`src/rtl/lcd_frame_sequencer.sv`:
```
// HD44780 character LCD sequencer: issues the power-on command set, then streams
// one home command plus the "HH:MM:SS" time string per refresh over valid/ready.
module lcd_frame_sequencer #(
  parameter int unsigned CLEAR_WAIT = 100,
  parameter logic [7:0]  SEP_CHAR   = 8'h3A,
  parameter logic [7:0]  HOME_CMD   = 8'h80
) (
  input  logic        clk,
  input  logic        rst,
  input  logic [23:0] time_bcd,
  input  logic        update,
  input  logic        lcd_ready,
  output logic        lcd_valid,
  output logic        lcd_rs,
  output logic [7:0]  lcd_data,
  output logic        init_done,
  output logic        busy
);

  localparam int unsigned WAIT_W = (CLEAR_WAIT > 1) ? $clog2(CLEAR_WAIT) : 1;
  localparam int unsigned IDX_W  = 4;
  localparam int unsigned TIME_W = 24;

  localparam logic [IDX_W-1:0]  INIT_LAST  = IDX_W'(3);
  localparam logic [IDX_W-1:0]  FRAME_LAST = IDX_W'(8);
  localparam logic [WAIT_W-1:0] WAIT_LAST  = WAIT_W'(CLEAR_WAIT - 1);

  typedef enum logic [1:0] {
    S_INIT,
    S_INIT_WAIT,
    S_IDLE,
    S_FRAME
  } state_t;

  // Power-on command set: function set, display on, entry mode, clear.
  function automatic logic [7:0] f_init_byte(input logic [IDX_W-1:0] idx);
    logic [7:0] b;
    case (idx)
      IDX_W'(0): b = 8'h38;
      IDX_W'(1): b = 8'h0C;
      IDX_W'(2): b = 8'h06;
      default:   b = 8'h01;
    endcase
    return b;
  endfunction

  // Non-decimal nibbles show as '?' so a corrupted counter is visible on the panel.
  function automatic logic [7:0] f_digit(input logic [3:0] nib);
    return (nib > 4'd9) ? 8'h3F : (8'h30 + {4'h0, nib});
  endfunction

  // Frame byte as {rs, data}: slot 0 is the home command, slots 1..8 the string.
  function automatic logic [8:0] f_frame_byte(input logic [IDX_W-1:0]  idx,
                                              input logic [TIME_W-1:0] t);
    logic [8:0] b;
    case (idx)
      IDX_W'(0): b = {1'b0, HOME_CMD};
      IDX_W'(1): b = {1'b1, f_digit(t[23:20])};
      IDX_W'(2): b = {1'b1, f_digit(t[19:16])};
      IDX_W'(3): b = {1'b1, SEP_CHAR};
      IDX_W'(4): b = {1'b1, f_digit(t[15:12])};
      IDX_W'(5): b = {1'b1, f_digit(t[11:8])};
      IDX_W'(6): b = {1'b1, SEP_CHAR};
      IDX_W'(7): b = {1'b1, f_digit(t[7:4])};
      default:   b = {1'b1, f_digit(t[3:0])};
    endcase
    return b;
  endfunction

  state_t              r_state;
  state_t              w_state_nxt;
  logic [IDX_W-1:0]    r_idx;
  logic [IDX_W-1:0]    w_idx_nxt;
  logic [WAIT_W-1:0]   r_wait;
  logic [WAIT_W-1:0]   w_wait_nxt;
  logic                r_pending;
  logic                w_pending_nxt;
  logic [TIME_W-1:0]   r_time;
  logic [TIME_W-1:0]   w_time_nxt;
  logic                r_valid;
  logic                w_valid_nxt;
  logic                r_rs;
  logic                w_rs_nxt;
  logic [7:0]          r_data;
  logic [7:0]          w_data_nxt;
  logic                r_init_done;
  logic                w_init_done_nxt;
  logic                r_busy;
  logic                w_busy_nxt;

  logic                w_xfer;
  logic                w_req;
  logic                w_start;
  logic [8:0]          w_next_byte;

  assign w_xfer      = r_valid & lcd_ready;
  assign w_req       = r_pending | update;
  assign w_next_byte = f_frame_byte(r_idx + IDX_W'(1), r_time);

  // State and registered outputs.
  always_ff @(posedge clk or negedge rst) begin
    if (!rst) begin
      r_state     <= S_INIT;
      r_idx       <= '0;
      r_wait      <= '0;
      r_pending   <= 1'b1;
      r_time      <= '0;
      r_valid     <= 1'b0;
      r_rs        <= 1'b0;
      r_data      <= 8'h00;
      r_init_done <= 1'b0;
      r_busy      <= 1'b1;
    end else begin
      r_state     <= w_state_nxt;
      r_idx       <= w_idx_nxt;
      r_wait      <= w_wait_nxt;
      r_pending   <= w_pending_nxt;
      r_time      <= w_time_nxt;
      r_valid     <= w_valid_nxt;
      r_rs        <= w_rs_nxt;
      r_data      <= w_data_nxt;
      r_init_done <= w_init_done_nxt;
      r_busy      <= w_busy_nxt;
    end
  end

  // Next-state and output decode; unchanged fields hold, which keeps data stable under backpressure.
  always_comb begin
    w_state_nxt     = r_state;
    w_idx_nxt       = r_idx;
    w_wait_nxt      = r_wait;
    w_pending_nxt   = r_pending;
    w_time_nxt      = r_time;
    w_valid_nxt     = r_valid;
    w_rs_nxt        = r_rs;
    w_data_nxt      = r_data;
    w_init_done_nxt = r_init_done;
    w_busy_nxt      = r_busy;
    w_start         = 1'b0;

    case (r_state)
      S_INIT: begin
        w_pending_nxt = w_req;
        w_busy_nxt    = 1'b1;
        if (!r_valid) begin
          w_valid_nxt = 1'b1;
          w_rs_nxt    = 1'b0;
          w_data_nxt  = f_init_byte(r_idx);
        end else if (w_xfer) begin
          if (r_idx == INIT_LAST) begin
            w_state_nxt = S_INIT_WAIT;
            w_valid_nxt = 1'b0;
            w_idx_nxt   = '0;
            w_wait_nxt  = '0;
          end else begin
            w_idx_nxt  = r_idx + IDX_W'(1);
            w_data_nxt = f_init_byte(r_idx + IDX_W'(1));
          end
        end
      end

      S_INIT_WAIT: begin
        w_pending_nxt = w_req;
        if (r_wait == WAIT_LAST) begin
          w_state_nxt     = S_IDLE;
          w_init_done_nxt = 1'b1;
          w_busy_nxt      = 1'b0;
          w_wait_nxt      = '0;
        end else begin
          w_wait_nxt = r_wait + WAIT_W'(1);
        end
      end

      S_IDLE: begin
        w_busy_nxt = 1'b0;
        w_start    = w_req;
      end

      S_FRAME: begin
        w_pending_nxt = w_req;
        if (!r_valid) begin
          // Gap cycle after a frame that left a refresh pending.
          w_start = 1'b1;
        end else if (w_xfer) begin
          if (r_idx == FRAME_LAST) begin
            w_valid_nxt = 1'b0;
            w_idx_nxt   = '0;
            if (!w_req) begin
              w_state_nxt = S_IDLE;
              w_busy_nxt  = 1'b0;
            end
          end else begin
            w_idx_nxt  = r_idx + IDX_W'(1);
            w_rs_nxt   = w_next_byte[8];
            w_data_nxt = w_next_byte[7:0];
          end
        end
      end

      default: begin
        w_state_nxt = S_INIT;
      end
    endcase

    // Frame start: snapshot the time and consume any pending/coincident update.
    if (w_start) begin
      w_state_nxt   = S_FRAME;
      w_time_nxt    = time_bcd;
      w_pending_nxt = 1'b0;
      w_idx_nxt     = '0;
      w_valid_nxt   = 1'b1;
      w_rs_nxt      = 1'b0;
      w_data_nxt    = HOME_CMD;
      w_busy_nxt    = 1'b1;
    end
  end

  assign lcd_valid = r_valid;
  assign lcd_rs    = r_rs;
  assign lcd_data  = r_data;
  assign init_done = r_init_done;
  assign busy      = r_busy;

endmodule

```
`config.mk`:
```
export PLATFORM = sky130hd
export DESIGN_NAME = lcd_frame_sequencer
export DESIGN_NICKNAME = d
export VERILOG_FILES = /design/src/rtl/lcd_frame_sequencer.sv
export SDC_FILE = /design/constraint.sdc
export NUM_CORES = 1
export LEC_CHECK = 0
export CELL_PAD_IN_SITES_DETAIL_PLACEMENT = 1
export CELL_PAD_IN_SITES_GLOBAL_PLACEMENT = 1
export CORE_MARGIN = 1.5
export CORE_UTILIZATION = 32
export CTS_CLUSTER_DIAMETER = 120
export DETAILED_ROUTE_END_ITERATION = 12
export PLACE_DENSITY = 0.74
export SYNTH_ARGS = -nofsm -noshare
export SYNTH_HDL_FRONTEND = slang
export SYNTH_SLANG_ARGS = --single-unit
```
`constraint.sdc`:
```
create_clock -name clk -period 4 [get_ports clk]
set_clock_uncertainty 0.1 [all_clocks]
set_input_delay 0.8 -clock clk [delete_from_list [all_inputs] [get_ports clk]]
set_output_delay 0.8 -clock clk [all_outputs]
set_load 0.01 [all_outputs]
```
==> results.sh, run 1 <==
export IMPL_antenna_cells_inserted=0
export IMPL_number_of_i_o_port_buffers=38
export IMPL_post_route_period_util_pct=75.5
export IMPL_power_leakage_nw=1.56
export IMPL_synth_area_mux_share_pct=2.86
export IMPL_grt_use_met3_pct=2.11
export IMPL_grt_met1_usage_pct=21.6
export IMPL_yosys_register_bits=48
export IMPL_avgSynthCellArea_um2=8.54
export IMPL_hold_path_startpoint="init_done"
export IMPL_post_dp_hpwl_mm=5.78
export IMPL_reg2reg_depth=7
export IMPL_cts_setup_buffers=0
export IMPL_clock_slew_at_reported_path_ffs_ns=0.10
export IMPL_antenna_found_initial=0
export IMPL_synth_cell_type_count=58
export IMPL_worstPathRequired_ns=4.10
export IMPL_slew_limit_headroom_pct=27.0
export IMPL_timing_setup_critical_path_class="register to register"
export IMPL_boundaryPins=40
export IMPL_holdWs_ns=0.373
export IMPL_hold_path_end="init_done"
export IMPL_core_rowCount=34
export IMPL_area_delta_synth_final_pct=19.1
export IMPL_cts_repair_resized=0
export IMPL_tightestPinTransition_ns=1.09
export IMPL_cts_root_buffer="sky130_fd_sc_hd__clkbuf_8"
export IMPL_tritoncts="done"
export IMPL_drt_vias_per_instance=5.46
export IMPL_residual_overflow_from_global_routing=0
export IMPL_max_vdd_ir_drop_v=0.000249
export IMPL_drv_slew=0
export IMPL_grt_first_pass_wirelength_mm=13.3
export IMPL_yosys_warnings=0
export IMPL_crit_reg2reg_capture="r_state[0]"
export IMPL_critical_path_max_fanout=16
export IMPL_reg2reg_setup_slack_ns=0.98
export IMPL_r2r_start="r_idx[0]"
export IMPL_start_util_pct=33.6
export IMPL_timing_critical_path_arrival_ns=3.12
export IMPL_cts_root_to_sink_buffers=2
export IMPL_grt_pass1_vias=2717
export IMPL_globalRouteMet2Util_pct=29.0
export IMPL_number_of_enable_type_register_cells_in_the_synthesized_netlist=0
export IMPL_layout_cells_most_common_list="sky130_fd_sc_hd__nand2_1, sky130_fd_sc_hd__dfrtp_1, sky130_fd_sc_hd__clkdlybuf4s50_1"
export IMPL_post_synth_and_or_nand_nor_area_fraction_pct=20.8
export IMPL_drt_total_wl_mm=7.99
export IMPL_setup_tns_final_ns=0
export IMPL_yosysSeqAreaShare_pct=40.5
export IMPL_synth_xor_area_share_pct=0
export IMPL_gp_congestion=0.797
export IMPL_average_wire_length_per_cell_after_detail_routing_um=16.4
export IMPL_die_area_um2=9880
export IMPL_drt_first_iter_violations=138
export IMPL_grt_max_degree=49
export IMPL_clock_insertion_delay_worst_skew_ns=0.31
export IMPL_startpoint_kind_of_the_worst_setup_timing_path="register"
export IMPL_globalRoute_busiestLayer="met2"
export IMPL_cellPowerDensity_nw_per_um2=822
export IMPL_number_of_sinks_handled_by_clock_tree_synthesis=48
export IMPL_run_status="complete, no violations"
export IMPL_die_height_um=99.4
export IMPL_fp_dieW_um=99.4
export IMPL_min_path_cells=1
export IMPL_setup_worst_path_end_class="register"
export IMPL_detail_route_drc_violations=0
export IMPL_finalHoldViolations=0
export IMPL_route_vias_total=2665
export IMPL_globalRouteTotalUtil_pct=16.6
export IMPL_final_antenna_net_count=0
export IMPL_cts_htree_levels=2
export IMPL_design_core_area_um2=8850
export IMPL_post_synth_adder_cell_area_pct=5.89
export IMPL_ys_dominant_reg_cell="sky130_fd_sc_hd__dfrtp_1"
export IMPL_combinational_family_with_the_most_area_after_synthesis="compound AO/OA/AOI/OAI gates"
export IMPL_rsz_0062_raised_after_global_routing="false"
export IMPL_period_minus_slack_ns=3.02
export IMPL_max_cap_violations=0
export IMPL_synth_area_um2=2970
export IMPL_worst_setup_path_startpoint="r_idx[0]"
export IMPL_numCtsBuffers=5
export IMPL_post_synth_inst_count=348
export IMPL_drt_pass1_iter_count=4
export IMPL_ys_async_sr_fraction_pct=100
export IMPL_postSynthNetCount=390
export IMPL_synth_compound_area_share_pct=25.3
export IMPL_finalSetupViolCount=0
export IMPL_fmaxAchievable_ghz=0.331
export IMPL_final_net_count=421
export IMPL_drive_above_1_share_pct=7.37
export IMPL_holdBufCountCts=0
export IMPL_timing_hold_worst_class="register to register"
export IMPL_layout_commonest_cell="sky130_fd_sc_hd__nand2_1"
-- worst max path at each step --
stage / to / cells past startpoint
5_1_grt: r_state[0] / 7
3_5_place_dp: r_idx[2] / 7
2_1_floorplan: r_state[0] / 5
6_report: r_state[0] / 7
4_1_cts: r_state[0] / 7
3_3_place_gp: r_idx[2] / 7
-- cells in the mapped netlist (all sizes together) (5+ instances only) --
| master | count | area, µm² |
|---|---|---|
| nand2 | 83 | 312 |
| dfrtp | 46 | 1150 |
| o21ai | 31 | 159 |
| a21oi | 18 | 90.1 |
| inv | 15 | 56.3 |
| ha | 14 | 175 |
| nor2 | 13 | 48.8 |
| clkbuf | 10 | 37.5 |
| o31ai | 10 | 80.1 |
| a21o | 7 | 52.6 |
| buf | 6 | 40.0 |
| nand3 | 6 | 30.0 |
| o21a | 6 | 45.0 |
| a31oi | 5 | 31.3 |
| o22ai | 5 | 31.3 |
-- worst max-delay path, cell delays in order (launching register included) --
cell and delay (ns):
sky130_fd_sc_hd__dfrtp_1 0.51, sky130_fd_sc_hd__inv_1 0.20, sky130_fd_sc_hd__ha_1 0.57, sky130_fd_sc_hd__nand3b_1 0.20
sky130_fd_sc_hd__o41ai_1 0.31, sky130_fd_sc_hd__a21oi_1 0.16, sky130_fd_sc_hd__a211oi_1 0.46, sky130_fd_sc_hd__mux2_2 0.40
-- cell type report --
| class | count | area [µm²] |
|---|---|---|
| Timing Repair Buffer | 40 | 390 |
| Multi-Input combinational cell | 269 | 1640 |
| Tap cell | 108 | 135 |
| Inverter | 15 | 56.3 |
| Fill cell | 1076 | 5310 |
| Clock inverter | 3 | 42.5 |
| Clock buffer | 5 | 68.8 |
| Sequential cell | 48 | 1200 |
-- per-layer routing --
metal / routed length [µm] / part of all wire (%)
met1: 3790 / 48
met4: 90 / 1.1
met2: 3910 / 49
met3: 191 / 2.4
met5: 0 / 0
-- power by group --
group          total (mW)  switching [mW]  leakage (nW)  internal, mW
Combinational        1.60           0.951         0.920         0.646
Sequential          0.945           0.240         0.590         0.705
Clock               0.368           0.182        0.0541         0.185
-- sequential cells by signal, indices dropped and copies added, names as in the netlist --
signal,flops
r_pending,1
init_done,1
r_state,2
r_wait,7
lcd_valid,1
busy,1
r_time,24
lcd_data,6
lcd_rs,1
r_idx,4
-- kinds of logic (layout without fill, tap and decap cells) --
kind of cell	Yosys count	in the layout
buffers and inverters	31	63
multiplexers	8	8
AO/OA/AOI/OAI	110	110
other	1	1
AND/OR/NAND/NOR	136	136
adder cells (fa/ha/maj)	14	14
flip-flops	48	48
-- stage by stage --
step	setup WS, ns	cells	util (%)	power, mW	cell area (µm²)
detailed placement	0.772	480	38.7	2.56	3430
floorplan	1.74	348	-	2.04	2970
global placement	0.931	480	38.7	2.48	3430
finish	0.980	488	40.0	2.91	3540
CTS	1.04	488	40.0	2.93	3540
global route	0.831	488	40.0	3.16	3540
No activity file was read; power rests on OpenSTA's default activity.
==> run 2: changes to the inputs <==
--- a/config.mk
+++ b/config.mk
@@ -11,7 +11,7 @@
 export CORE_UTILIZATION = 32
 export CTS_CLUSTER_DIAMETER = 120
 export DETAILED_ROUTE_END_ITERATION = 12
-export PLACE_DENSITY = 0.74
+export PLACE_DENSITY = 0.77
 export SYNTH_ARGS = -nofsm -noshare
 export SYNTH_HDL_FRONTEND = slang
 export SYNTH_SLANG_ARGS = --single-unit
==> constraint.sdc (replaced) <==
create_clock -name clk -period 2.7 [get_ports clk]
set_clock_uncertainty 0.1 [all_clocks]
set_input_delay 0.54 -clock clk [delete_from_list [all_inputs] [get_ports clk]]
set_output_delay 0.54 -clock clk [all_outputs]
set_load 0.01 [all_outputs]
==> run 2 against run 1 <==
Effect of this change: worst hold slack worse by 0.24 ns; sequential power is 47% higher; cell count is 3.5% higher; setup slack worse by 0.85 ns; final area is 4.8% higher; flip-flop and latch count stayed put; critical path depth stayed put; die area stayed put; first-iteration DRC count is 6.5% lower; combinational power is 59% higher; critical endpoint is now lcd_data[5]; clock-buffer cell count stayed put; clock power is 74% higher.
==> results.sh, run 2 (synthesis results as in run 1) <==
export IMPL_final_net_count=438
export IMPL_gp_congestion=0.842
export IMPL_regMostFlops="r_time"
export IMPL_layout_cell_area_non_filler_um2=3710
export IMPL_setup_worst_path_end_class="register"
export IMPL_boundaryPins=40
export IMPL_grt_met1_usage_pct=21.9
export IMPL_p_int_mw=2.51
export IMPL_drt_vias_per_instance=5.47
export IMPL_grt_use_met3_pct=2.25
export IMPL_share_clk_of_total_power_pct=14.0
export IMPL_worstPathRequired_ns=2.84
export IMPL_timing_setup_critical_path_class="register to register"
export IMPL_finalHoldViolations=0
export IMPL_grt_max_degree=26
export IMPL_cp_slowest_stage_delay_ns=0.70
export IMPL_slew_limit_headroom_pct=53.8
export IMPL_max_vdd_ir_drop_v=0.000376
export IMPL_postPlaceCellArea_um2=3570
export IMPL_residual_overflow_from_global_routing=0
export IMPL_drv_slew=0
export IMPL_design_core_area_um2=8850
export IMPL_cellPowerDensity_nw_per_um2=1230
export IMPL_cts_root_to_sink_buffers=2
export IMPL_sum_of_internal_switching_and_leakage_power_mw=4.58
export IMPL_layout_cells_most_common_list="sky130_fd_sc_hd__nand2_1, sky130_fd_sc_hd__dfrtp_1, sky130_fd_sc_hd__clkdlybuf4s50_1"
export IMPL_globalRouteTotalUtil_pct=16.8
export IMPL_globalRouteMet2Util_pct=29.2
export IMPL_period_minus_slack_ns=2.57
export IMPL_clock_slew_at_reported_path_ffs_ns=0.10
export IMPL_critical_path_max_fanout=10
export IMPL_holdBufCountCts=0
export IMPL_power_leakage_nw=1.67
export IMPL_max_cap_violations=0
export IMPL_post_dp_hpwl_mm=6.15
export IMPL_run_status="complete, no violations"
export IMPL_antenna_found_initial=0
export IMPL_power_share_switching_pct=45.2
export IMPL_cts_htree_levels=2
export IMPL_post_route_period_util_pct=95.2
export IMPL_grt_first_pass_wirelength_mm=13.5
export IMPL_final_antenna_net_count=0
export IMPL_clock_insertion_delay_worst_skew_ns=0.31
export IMPL_post_route_util_pct=41.9
export IMPL_route_vias_total=2760
export IMPL_cts_setup_buffers=0
export IMPL_finalSetupViolCount=0
export IMPL_die_height_um=99.4
export IMPL_timing_hold_worst_class="input pin to async pin"
export IMPL_area_delta_synth_final_pct=24.8
export IMPL_holdWs_ns=0.133
export IMPL_core_rowCount=34
export IMPL_tritoncts="done"
export IMPL_globalRoute_busiestLayer="met2"
export IMPL_numCtsBuffers=5
export IMPL_grt_pass1_vias=2827
export IMPL_number_of_i_o_port_buffers=38
export IMPL_layout_commonest_cell="sky130_fd_sc_hd__nand2_1"
export IMPL_rsz_0062_raised_after_global_routing="false"
export IMPL_tightestPinTransition_ns=0.689
export IMPL_critical_path_cell_chain="ha_1 -> buf_4 -> nor3_1 -> a41oi_1 -> a2111oi_0 -> nor2_1 -> o21ai_0"
export IMPL_drt_total_wl_mm=8.03
export IMPL_average_wire_length_per_cell_after_detail_routing_um=15.9
export IMPL_p_seq_share_pct=30.4
export IMPL_timing_critical_path_slowest_stage_cell="sky130_fd_sc_hd__a2111oi_0"
export IMPL_start_util_pct=33.6
export IMPL_cts_root_buffer="sky130_fd_sc_hd__clkbuf_8"
export IMPL_die_area_um2=9880
export IMPL_drt_pass1_iter_count=4
export IMPL_startpoint_kind_of_the_worst_setup_timing_path="register"
export IMPL_antenna_cells_inserted=0
export IMPL_net_switching_power_mw=2.07
export IMPL_cts_repair_resized=0
export IMPL_drt_first_iter_violations=129
export IMPL_flip_flop_count_of_the_largest_register_after_layout=24
export IMPL_fmaxAchievable_ghz=0.389
export IMPL_number_of_sinks_handled_by_clock_tree_synthesis=48
export IMPL_p_comb_share_pct=55.7
export IMPL_fp_dieW_um=99.4
export IMPL_drive_above_1_share_pct=11.6
export IMPL_reg2reg_depth=7
export IMPL_timing_critical_path_arrival_ns=2.71
export IMPL_detail_route_drc_violations=0
-- run 2: cell types whose count changed in the layout (fill, tap and decap cells not counted) --
cell / before / now
sky130_fd_sc_hd__a211oi_2: 0 / 1
sky130_fd_sc_hd__buf_4: 2 / 18
sky130_fd_sc_hd__clkinv_2: 1 / 0
sky130_fd_sc_hd__clkinvlp_4: 1 / 0
sky130_fd_sc_hd__bufinv_16: 1 / 2
sky130_fd_sc_hd__a211oi_1: 4 / 3
sky130_fd_sc_hd__buf_12: 0 / 1
sky130_fd_sc_hd__inv_6: 0 / 1
-- run 2: layer usage --
layer,vias to the layer above,part of all wire [%]
li1,1338,-
met3,7,2.6
met2,53,49
met1,1362,47
met5,-,0
met4,0,1.1
-- run 2: final cells by class --
type | instances | area (µm²)
Clock inverter | 3 | 68.8
Multi-Input combinational cell | 269 | 1650
Tap cell | 108 | 135
Timing Repair Buffer | 57 | 531
Inverter | 15 | 56.3
Sequential cell | 48 | 1200
Clock buffer | 5 | 68.8
Fill cell | 1062 | 5140
-- run 2: power groups by stage --
stage                     logic (mW)  registers [mW]  clock network [mW]
after global placement          2.44            1.38                   0
after floorplan                 1.72            1.31                   0
after CTS                       2.55            1.40               0.659
after detailed placement        2.53            1.41                   0
after global routing            2.85            1.45               0.683
final                           2.55            1.39               0.640
-- run 2: critical path, delay by kind of cell, from the launching register on --
family	cells	cell delay, ns
AOI/OAI and AO/OA	3	1.02
DFF	1	0.51
adders and majority gates	1	0.34
and+or+nand+nor	2	0.34
buffers and inverters	1	0.19
-- run 2: stage by stage --
step / worst slack (ns) / cells / TNS (ns)
2_1_floorplan: 0.456 / 348 / 0
3_3_place_gp: 0.0704 / 497 / 0
3_5_place_dp: -0.0565 / 497 / -0.0565
4_1_cts: 0.135 / 505 / 0
6_report: 0.129 / 505 / 0
5_1_grt: 0.0553 / 505 / 0
-- run 2: path summary, 6_finish.rpt --
kind,startpoint,to,slack (ns)
max,r_idx[0],lcd_data[5],0.13
min,rst,r_time[8],0.13
max reg2reg,r_idx[0],lcd_data[5],0.13
min reg2reg,init_done,init_done,0.37
max in group asynchronous,rst,r_pending,1.77
min in group clk,init_done,init_done,0.37
==> run 3: changes to the inputs <==
--- a/config.mk
+++ b/config.mk
@@ -7,7 +7,6 @@
 export LEC_CHECK = 0
 export CELL_PAD_IN_SITES_DETAIL_PLACEMENT = 1
 export CELL_PAD_IN_SITES_GLOBAL_PLACEMENT = 1
-export CORE_MARGIN = 1.5
 export CORE_UTILIZATION = 32
 export CTS_CLUSTER_DIAMETER = 120
 export DETAILED_ROUTE_END_ITERATION = 12
==> run 3 against run 2 <==
Effect of this change: the flow now finishes with violations (DRC); largest cell class unchanged; critical path type unchanged; via count shrank 1.5%; combinational power shrank 2%; routed wire length shrank 0.83%; fmax grew 5.9%.
==> results.sh, run 3 (synthesis results as in run 1) <==
export IMPL_run_status="finished, violations left"
export IMPL_violated_checks="DRC"
export IMPL_max_cap_violations=0
export IMPL_critical_path_depth=6
export IMPL_globalRouteTotalUtil_pct=17.4
export IMPL_layout_cells_most_common_list="sky130_fd_sc_hd__nand2_1, sky130_fd_sc_hd__dfrtp_1, sky130_fd_sc_hd__clkdlybuf4s50_1"
export IMPL_core_rowCount=34
export IMPL_antenna_cells_inserted=0
export IMPL_number_of_sinks_handled_by_clock_tree_synthesis=48
export IMPL_grt_max_degree=31
export IMPL_fmaxAchievable_ghz=0.412
export IMPL_cts_root_buffer="sky130_fd_sc_hd__clkbuf_8"
export IMPL_clock_insertion_delay_worst_skew_ns=0.31
export IMPL_critical_path_cell_chain="ha_1 -> inv_1 -> o21ai_2 -> mux2i_1 -> a211oi_1 -> mux2_2"
export IMPL_boundaryPins=40
export IMPL_finalHoldViolations=0
export IMPL_worstPathBufferInverterCount=1
export IMPL_finalSetupViolCount=0
export IMPL_r2r_start="r_state[1]"
export IMPL_setup_worst_path_end_class="register"
export IMPL_slew_limit_headroom_pct=52.2
export IMPL_max_vdd_ir_drop_v=0.000324
export IMPL_die_area_um2=9680
export IMPL_startpoint_kind_of_the_worst_setup_timing_path="register"
export IMPL_crit_family="compound AO/OA/AOI/OAI gates"
export IMPL_route_vias_total=2719
export IMPL_drt_pass1_iter_count=8
export IMPL_timing_hold_worst_class="input pin to async pin"
export IMPL_detail_route_drc_violations=3
export IMPL_gp_congestion=0.857
export IMPL_residual_overflow_from_global_routing=0
export IMPL_grt_pass1_vias=2853
export IMPL_drt_vias_per_instance=5.39
export IMPL_timing_critical_path_slowest_stage_cell="sky130_fd_sc_hd__dfrtp_1"
export IMPL_clock_slew_at_reported_path_ffs_ns=0.10
export IMPL_cp_slowest_stage_delay_ns=0.47
export IMPL_tightestPinTransition_ns=0.717
export IMPL_reg2reg_setup_slack_ns=0.27
export IMPL_numCtsBuffers=5
export IMPL_post_dp_hpwl_mm=6.04
export IMPL_antenna_found_initial=0
export IMPL_timing_critical_path_arrival_ns=2.53
export IMPL_drv_slew=0
export IMPL_drive_above_1_share_pct=11.4
export IMPL_cts_setup_buffers=0
export IMPL_area_delta_synth_final_pct=22.7
export IMPL_final_net_count=437
export IMPL_cts_root_to_sink_buffers=2
export IMPL_drt_first_iter_violations=139
export IMPL_grt_first_pass_wirelength_mm=13.6
export IMPL_worst_slack_ns=0.272
export IMPL_layout_commonest_cell="sky130_fd_sc_hd__nand2_1"
export IMPL_tritoncts="done"
export IMPL_critical_path_max_fanout=8
export IMPL_start_util_pct=33.6
export IMPL_fp_dieW_um=98.4
export IMPL_reg2reg_depth=6
export IMPL_timing_setup_critical_path_class="register to register"
export IMPL_cts_htree_levels=2
export IMPL_worstPathRequired_ns=2.81
export IMPL_regMostFlops="r_time"
export IMPL_die_height_um=98.4
export IMPL_final_antenna_net_count=0
export IMPL_average_wire_length_per_cell_after_detail_routing_um=15.8
export IMPL_worst_setup_path_startpoint="r_state[1]"
export IMPL_flip_flop_count_of_the_largest_register_after_layout=24
export IMPL_rsz_0062_raised_after_global_routing="false"
export IMPL_setup_tns_final_ns=0
export IMPL_period_minus_slack_ns=2.43
export IMPL_drt_total_wl_mm=7.96
export IMPL_number_of_i_o_port_buffers=38
export IMPL_post_route_period_util_pct=89.9
export IMPL_worst_slack_after_detailed_placement_ns=0.0368
export IMPL_placed_cells=496
export IMPL_cellPowerDensity_nw_per_um2=1200
export IMPL_layout_cells_non_filler=504
export IMPL_design_core_area_um2=8850
export IMPL_power_leakage_nw=1.64
## run 3: cell types whose count changed in the layout (fill, tap and decap cells not counted)
cell,change
sky130_fd_sc_hd__bufinv_16,-2
sky130_fd_sc_hd__a2111oi_0,-1
sky130_fd_sc_hd__a2111oi_1,+1
sky130_fd_sc_hd__a211oi_1,+1
sky130_fd_sc_hd__a211oi_2,-1
sky130_fd_sc_hd__buf_12,-1
sky130_fd_sc_hd__clkbuf_8,+1
sky130_fd_sc_hd__clkinv_2,+1
sky130_fd_sc_hd__dfrtp_1,-1
sky130_fd_sc_hd__dfrtp_2,+1
## run 3: final cells by class
class | instances | area, µm²
Inverter | 15 | 56.3
Clock inverter | 2 | 13.8
Tap cell | 108 | 135
Timing Repair Buffer | 56 | 510
Multi-Input combinational cell | 269 | 1640
Clock buffer | 6 | 82.6
Sequential cell | 48 | 1200
Fill cell | 1084 | 5200
## run 3: path summary, 6_finish.rpt
| kind | to |
|---|---|
| worst max-delay path | r_state[0] |
| worst min-delay path | r_time[4] |
| worst max register to register | r_state[0] |
| worst min register to register | init_done |
| max in group asynchronous | r_time[19] |
| min in group clk | init_done |
## run 3: routing by layer
layer  vias up  GRT usage [%]  wire (µm)
li1       1338              -          -
met1      1318           22.9       3760
met2        54           29.0       3810
met3         9           3.08        276
met4         0           5.86        112
met5         -              0          0
## run 3: worst reg2reg max path: cells and delay by family, from the launching register on
| kind | cells | cell delay [ns] |
|---|---|---|
| adders and majority gates | 1 | 0.37 |
| DFF | 1 | 0.47 |
| buffers and inverters | 1 | 0.12 |
| AOI/OAI and AO/OA | 2 | 0.74 |
| muxes | 2 | 0.52 |
## run 3: power breakdown
part           switching (mW)  internal, mW
Clock                   0.266         0.210
Sequential              0.345          1.05
Combinational            1.43          1.07
## run 3: timing repair
action | 4_1_cts | 5_1_grt
hold buffers | 0 | 0
setup endpoints to repair | 0 | 3
resized for setup | 0 | 2
## run 3: metrics by stage
step / cell area, µm² / power, mW / hold slack, ns / util [%]
final: 3650 / 4.37 / 0.173 / 41.2
after CTS: 3640 / 4.41 / 0.203 / 41.2
after detailed placement: 3550 / 3.92 / 0.371 / 40.1
after floorplan: 2970 / 3.02 / 0.144 / -
after global routing: 3650 / 4.79 / 0.223 / 41.2
after global placement: 3550 / 3.80 / 0.352 / 40.1
